==> src/rtl/muldiv_scheduler.sv <==
// Sequences the shared multi-cycle mult/div unit: launches an op from execute, stalls the
// pipeline until it retires, and shares the single regfile write port with MW writeback.
module muldiv_scheduler #(
    parameter int TIMEOUT     = 40,
    parameter int STATUS_REG  = 30,
    parameter int MULT_STATUS = 4,
    parameter int DIV_STATUS  = 5
) (
    input  logic        i_clk,
    input  logic        i_rst_n,
    input  logic        i_x_valid,
    input  logic        i_x_is_div,
    input  logic [4:0]  i_x_rd,
    output logic        o_md_ctrl_mult,
    output logic        o_md_ctrl_div,
    input  logic        i_md_ready,
    input  logic        i_md_exception,
    input  logic [31:0] i_md_result,
    input  logic        i_wb_req,
    input  logic [4:0]  i_wb_reg,
    input  logic [31:0] i_wb_data,
    output logic        o_stall,
    output logic        o_md_retire,
    output logic        o_busy,
    output logic [4:0]  o_busy_rd,
    output logic        o_rf_we,
    output logic [4:0]  o_rf_waddr,
    output logic [31:0] o_rf_wdata
);

    localparam int CW = $clog2(TIMEOUT + 1);
    localparam logic [CW-1:0] TIMEOUT_C     = CW'(TIMEOUT);
    localparam logic [4:0]    STATUS_REG_C  = 5'(STATUS_REG);
    localparam logic [31:0]   MULT_STATUS_C = 32'(MULT_STATUS);
    localparam logic [31:0]   DIV_STATUS_C  = 32'(DIV_STATUS);

    typedef enum logic [1:0] {
        S_IDLE,
        S_LAUNCH,
        S_RUN,
        S_WRITE
    } state_t;

    state_t          r_state;
    state_t          w_state_next;
    logic [CW-1:0]   r_count;
    logic [CW-1:0]   w_count_next;
    logic [4:0]      r_rd;
    logic [4:0]      w_rd_next;
    logic            r_kind;
    logic            w_kind_next;
    logic [31:0]     r_result;
    logic [31:0]     w_result_next;
    logic            r_exc;
    logic            w_exc_next;

    always_ff @(posedge i_clk or negedge i_rst_n) begin
        if (!i_rst_n) begin
            r_state  <= S_IDLE;
            r_count  <= '0;
            r_rd     <= '0;
            r_kind   <= 1'b0;
            r_result <= '0;
            r_exc    <= 1'b0;
        end else begin
            r_state  <= w_state_next;
            r_count  <= w_count_next;
            r_rd     <= w_rd_next;
            r_kind   <= w_kind_next;
            r_result <= w_result_next;
            r_exc    <= w_exc_next;
        end
    end

    always_comb begin
        w_state_next   = r_state;
        w_count_next   = r_count;
        w_rd_next      = r_rd;
        w_kind_next    = r_kind;
        w_result_next  = r_result;
        w_exc_next     = r_exc;
        o_md_ctrl_mult = 1'b0;
        o_md_ctrl_div  = 1'b0;
        o_stall        = 1'b0;
        o_md_retire    = 1'b0;
        o_rf_we        = i_wb_req;
        o_rf_waddr     = i_wb_reg;
        o_rf_wdata     = i_wb_data;

        case (r_state)
            S_IDLE: begin
                if (i_x_valid) begin
                    o_stall       = 1'b1;
                    w_rd_next     = i_x_rd;
                    w_kind_next   = i_x_is_div;
                    w_exc_next    = 1'b0;
                    w_result_next = '0;
                    w_state_next  = S_LAUNCH;
                end
            end
            S_LAUNCH: begin
                o_stall        = 1'b1;
                o_md_ctrl_div  = r_kind;
                o_md_ctrl_mult = ~r_kind;
                w_count_next   = '0;
                w_state_next   = S_RUN;
            end
            S_RUN: begin
                o_stall = 1'b1;
                if (r_count != TIMEOUT_C) begin
                    w_count_next = r_count + 1'b1;
                end
                // A result arriving on the timeout cycle still wins.
                if (i_md_ready) begin
                    w_result_next = i_md_result;
                    w_exc_next    = i_md_exception;
                    w_state_next  = S_WRITE;
                end else if (r_count == TIMEOUT_C) begin
                    w_exc_next   = 1'b1;
                    w_state_next = S_WRITE;
                end
            end
            S_WRITE: begin
                // MW writeback is older in program order, so it owns the port first.
                if (i_wb_req) begin
                    o_stall = 1'b1;
                end else begin
                    o_md_retire  = 1'b1;
                    w_state_next = S_IDLE;
                    if (r_exc) begin
                        o_rf_we    = 1'b1;
                        o_rf_waddr = STATUS_REG_C;
                        o_rf_wdata = r_kind ? DIV_STATUS_C : MULT_STATUS_C;
                    end else begin
                        o_rf_we    = (r_rd != 5'd0);
                        o_rf_waddr = r_rd;
                        o_rf_wdata = r_result;
                    end
                end
            end
            default: begin
                w_state_next = S_IDLE;
            end
        endcase
    end

    assign o_busy    = (r_state != S_IDLE);
    assign o_busy_rd = o_busy ? r_rd : 5'd0;

endmodule

==> config.mk <==
export PLATFORM = sky130hd
export DESIGN_NAME = muldiv_scheduler
export DESIGN_NICKNAME = d
export VERILOG_FILES = /design/src/rtl/muldiv_scheduler.sv
export SDC_FILE = /design/constraint.sdc
export NUM_CORES = 1
export LEC_CHECK = 0
export ABC_AREA = 0
export BUFFER_PORTS_ARGS = -buffer_cell sky130_fd_sc_hd__buf_2
export CORE_UTILIZATION = 47
export CTS_CLUSTER_DIAMETER = 40
export DETAILED_ROUTE_END_ITERATION = 16
export GPL_ROUTABILITY_DRIVEN = 0
export GPL_TIMING_DRIVEN = 1
export HOLD_SLACK_MARGIN = 0.06
export PLACE_DENSITY = 0.86
export SKIP_CTS_REPAIR_TIMING = 1
export SLEW_MARGIN = 20
export SYNTH_ARGS = -nofsm -noshare
export SYNTH_HDL_FRONTEND = slang
export SYNTH_SLANG_ARGS = --single-unit
==> constraint.sdc <==
create_clock -name i_clk -period 1.85 [get_ports i_clk]
set_input_delay 0.555 -clock i_clk [delete_from_list [all_inputs] [get_ports i_clk]]
set_output_delay 0.555 -clock i_clk [all_outputs]
set_load 0.02 [all_outputs]
== Word level (Yosys, flattened, before mapping) ==
Cells that the tools add are included.

* Register bits after elaboration: 47
* Input port bits: 81
* Output and inout port bits: 48
* Logic and storage cells: 61

* $add $sub $neg: 1
* Equality and inequality tests: 10
* Muxes and demuxes: 32
* Bitwise gates (word level): 1
* Reduce and logical (&&, ||, !) cells: 11

{| class="wikitable"
|+ Operators with widths
! cell !! count
|-
| 32-bit 2-to-1 mux || 5
|-
| 32-bit case mux with 2 select lines || 1
|-
| 5-bit 2-to-1 mux || 4
|-
| 1-bit 2-to-1 mux || 13
|-
| 6-bit case mux with 2 select lines || 1
|-
| 3-bit AND reduction || 3
|-
| 2-bit 2-to-1 mux || 4
|-
| 2-bit != test (second input constant) || 4
|-
| 2-bit case mux with 4 select lines || 1
|-
| 6-bit by 1-bit adder with 6-bit output (second input constant) || 1
|-
| 6-bit == test (second input constant) || 1
|-
| 6-bit 2-to-1 mux || 1
|-
| 6-bit != test (second input constant) || 1
|-
| 2-bit nonzero test || 3
|-
| 5-bit nonzero test || 1
|-
| 2-bit == test (second input constant) || 2
|-
| 2-bit AND reduction || 2
|-
| 3-bit != test (second input constant) || 1
|-
| 1-bit case mux with 3 select lines || 1
|-
| 2-bit by 1-bit == test with 1-bit output (second input constant) || 1
|-
| 2-bit zero test || 1
|-
| 1-bit case mux with 2 select lines || 1
|-
| 2-bit OR reduction || 1
|-
| 1-bit NOT || 1
|}

== Longest topological paths before layout ==
* Depth in word-level cells: 4
* Depth in mapped cells: 9
* Mapped depth without buffers: 6

== Worst setup path after synthesis ==
OpenSTA, ideal clock, no wires.

* Kind: input to output
* From: input i_wb_req
* To: output o_rf_wdata[0]
* Data arrival time: 1,525 ps
* Required time: 1,295 ps
* Slack: -230 ps
* Cell stages on the path: 4
* Buffers on the path: 2
* Cells stage by stage: nand2b_1 buf_2 clkbuf_1 o21ai_0

* Cells in the longest elaborated chain, start to end: 2

{| class="wikitable"
|+ RTL lines
! element !! line !! source
|-
| start, declared || 19 || <nowiki>input logic i_wb_req,</nowiki>
|-
| 32-bit 2-to-1 mux || 125 || <nowiki>if (i_wb_req) begin</nowiki>
|-
| 32-bit 2-to-1 mux || 90 || <nowiki>case (r_state)</nowiki>
|-
| end, declared || 28 || <nowiki>output logic [31:0] o_rf_wdata</nowiki>
|}

Every way passes these cells.

== Final worst setup path ==
* From: register r_state[1]
* To: output o_rf_waddr[2]

* Cells in the longest elaborated chain, start to end: 2

{| class="wikitable"
|+ RTL lines
! element !! line !! source
|-
| start, declared || 44 || <nowiki>state_t r_state;</nowiki>
|-
| start signal, assigned || 66 || <nowiki>r_state <= w_state_next;</nowiki>
|-
| 2-bit == test || 90 ||
|-
| 5-bit 2-to-1 mux || 90 ||
|-
| end, declared || 27 || <nowiki>output logic [4:0] o_rf_waddr,</nowiki>
|}

Every way passes these cells.

==> run_results.csv <==
group,metric,value,unit
routing,drt_wl_total,9900,um
die,num_rows,27,
setup_path,critical_path_arrival,1710,ps
run_status,outcome,"finished with violations",
logic_synthesis,syn_inst,352,
logic_synthesis,ys_seq_area_frac,0.422,
setup_path,critical_path.max_fanout,13,
setup_path,worstSetupStartpoint,"r_state[1]$_DFFE_PN0P_",
logic_synthesis,synthDistinctLibCells,32,
logic_synthesis,synth.avg_cell_area,7.92,um2
die,fp.dieArea,6240,um2
setup_path,critical-path-top-delay-family,"buffers and inverters",
sta,whs,205,ps
setup_path,worst_path_max_stage_delay,420,ps
die,number_of_placed_i_o_pins,129,
finish,final_cells,570,
place,preCtsSetupSlack,-225,ps
place,io_buffers,128,
power_and_ir_drop,power_density,1540,nW/um2
routing,drt_iter0_drc,238,
setup_path,critical_path.reg2reg.startpoint,"r_state[0]$_DFFE_PN0P_",
routing,routed_wire_length_per_instance,17.4,um
place,post-place-cells,549,
setup_path,cp.required,1290,ps
run_status,violations,"setup timing",
setup_path,critical_path.slowest_cell,"sky130_fd_sc_hd__dfrtp_1",
global_routing,grt_start_max_net_pins,53,
place,dpl.hpwl,5550,um
finish,ratio_of_cells_with_drive_above_1_in_the_final_layout,0.484,
setup_path,critical_path.n_buffers_inverters,2,
routing,vias_per_cell,5.52,
power_and_ir_drop,total_leakage_power,2.30,nW
finish,flow.area_growth_from_synthesis,61.4,%
sta,rsz_0062_raised_after_global_routing,"true",
cts,tritoncts_clock_tree,"built",
routing,drc,0,
finish,num-nets-final,584,
cts,cts.sink_count,47,
die,core_area,5610,um2
global_routing,antenna_found_initial,0,
routing,antenna_violating_nets_post_route,0,
global_routing,grt_pass1_vias,2517,
sta,setup_viol,48,
sta,hold_violations,0,
cts,clock_tree.htree_level_count,2,
sta,tightest_slew,491,ps
die,floorplan.initialDensity,0.497,
die,die_x,79.0,um
setup_path,critical_path.cell_chain,"ha_4 > nand2b_4 > buf_6 > nand2_1 > o21ai_0 > buf_2",
setup_path,setup.worst_path.start_class,"flip-flop",
power_and_ir_drop,power.ir.vdd_worst,1.01,mV
cts,path_clk_slew,90,ps
cts,tritoncts.num_buffers,5,
min_path,holdCritPathClass,"in2async",
logic_synthesis,synthesis.area,2790,um2
cts,cts-root-to-sink-buffers,2,
sta,max_clock_freq,441,MHz
finish,antenna_cells_inserted,0,
cts,clock_tree.root_cell,"sky130_fd_sc_hd__clkbuf_8",
sta,fin_crit_sh,1.23,
global_routing,globalRoute.totalOverflow,0,
setup_path,cp-end-kind,"output port",
sta,final.min_clock_period,2270,ps
cts,clock_insertion_delay_worst_skew,300,ps
logic_synthesis,yosysWarningCount,0,
power_and_ir_drop,power.total,6.94,mW
sta,finalClockSkew,8.27,ps
routing,route.vias.total,3146,
sta,final-max-slew-violation-count,0,
global_routing,grt_first_pass_wirelength,11400,um
setup_path,criticalPathCategory,"reg2out",
die,fp.dieH,79.0,um
finish,final_core_util,0.802,
logic_synthesis,yosys_register_bits,47,
routing,number_of_detailed_route_iterations_in_the_first_pass,7,
job,maxCapViolations,0,
sta,timing.max_slew.rel_slack,0.673,
sta,worst_path_setup_slack_after_routing,-420,ps
global_routing,track_usage,0.234,
logic_synthesis,syn_nets,439,
stage by stage:
stage	setup TNS, ps	cell area [um2]
global route	-14450	4500
detailed placement	-5070	3710
finish	-11610	4500
CTS	-17460	3850
global placement	-3890	3710
floorplan	-1880	2910
final timing paths:
check	end	slack [ps]	cells after the start
setup / recovery	o_rf_waddr[2]	-420	6
hold / removal	r_result[13]$_DFFE_PN0P_	210	1
setup reg to reg	r_state[0]$_DFFE_PN0P_	10	7
hold reg to reg	r_result[9]$_DFFE_PN0P_	480	2
max in group asynchronous	r_kind$_DFFE_PN0P_	1130	2
min in group i_clk	r_result[9]$_DFFE_PN0P_	480	3
cell families after synthesis:
| kind of cell | after synthesis | share of synthesized area |
|---|---|---|
| buffers and inverters | 33 | 0.0660 |
| AOI/OAI and AO/OA | 53 | 0.105 |
| DFF | 47 | 0.422 |
| and+or+nand+nor | 203 | 0.342 |
| muxes | 8 | 0.0314 |
| xor gates and xnor gates | 2 | 0.00628 |
| adders and majority gates | 6 | 0.0269 |
cell type report:
type | count | area [um2]
inverter | 9 | 41.3
tap | 72 | 90.1
timing repair buffer | 161 | 1250
sequential | 47 | 1180
multi-input combinational | 273 | 1810
clock inverter | 3 | 67.6
clock buffer | 5 | 68.8
fill | 336 | 1110
flip-flops by register name, indices dropped and copies added (netlist names):
signal	count
r_result	32
r_count	6
r_rd	5
r_state	2
r_exc	1
r_kind	1
cell usage after synthesis, drive strengths merged:
| library cell | count | area share |
|---|---|---|
| a21oi | 3 | 0.0054 |
| clkbuf | 9 | 0.012 |
| a21boi | 1 | 0.0027 |
| a2bb2oi | 1 | 0.0054 |
| and2 | 1 | 0.0022 |
| mux2 | 6 | 0.024 |
| nor2b | 8 | 0.018 |
| nand3 | 36 | 0.065 |
| mux2i | 2 | 0.0072 |
| nor2 | 8 | 0.011 |
| o21ai | 43 | 0.077 |
| nor4 | 1 | 0.0022 |
| dfrtp | 47 | 0.42 |
| xnor2 | 1 | 0.0031 |
| o32ai | 1 | 0.0031 |
| buf | 15 | 0.042 |
| or3 | 1 | 0.0022 |
| nand4 | 1 | 0.0076 |
| a211o | 1 | 0.0031 |
| a21o | 1 | 0.0027 |
| a31oi | 1 | 0.0022 |
| nand2b | 36 | 0.082 |
| ha | 6 | 0.027 |
| inv | 9 | 0.012 |
| nor3 | 1 | 0.0018 |
| nor3b | 1 | 0.0045 |
| xor2 | 1 | 0.0031 |
| a31o | 1 | 0.0031 |
| nand2 | 109 | 0.15 |
placed cells by master (no fill, tap or decap), drive strengths merged:
master,count
clkinvlp,1
a31o,1
ha,6
nor3b,1
bufinv,2
a21boi,1
o32ai,1
a21o,1
a21oi,3
buf,157
dfrtp,47
nor3,1
a31oi,1
nand2,109
a2bb2oi,1
nor2b,8
nand2b,37
xnor2,1
clkbuf,9
xor2,1
mux2i,2
and2,1
nand3,36
nand4,1
mux2,6
o21ai,43
or3,1
a211o,1
inv,9
nor4,1
nor2,8
layer usage:
metal	up-vias	wire [um]	part of all wire	global-route usage
met2	177	5240	0.53	0.419
li1	1437	-	-	-
met5	-	0	0	0
met3	18	801	0.081	0.0460
met4	0	197	0.020	0.0527
met1	1514	3670	0.37	0.288
report_power, final:
part | leakage, nW | switching, mW | internal, mW
clock | 0.0644 | 0.360 | 0.539
sequential | 0.619 | 0.351 | 1.49
combinational | 1.61 | 2.31 | 1.89
Power figures use the tool's default switching activity.
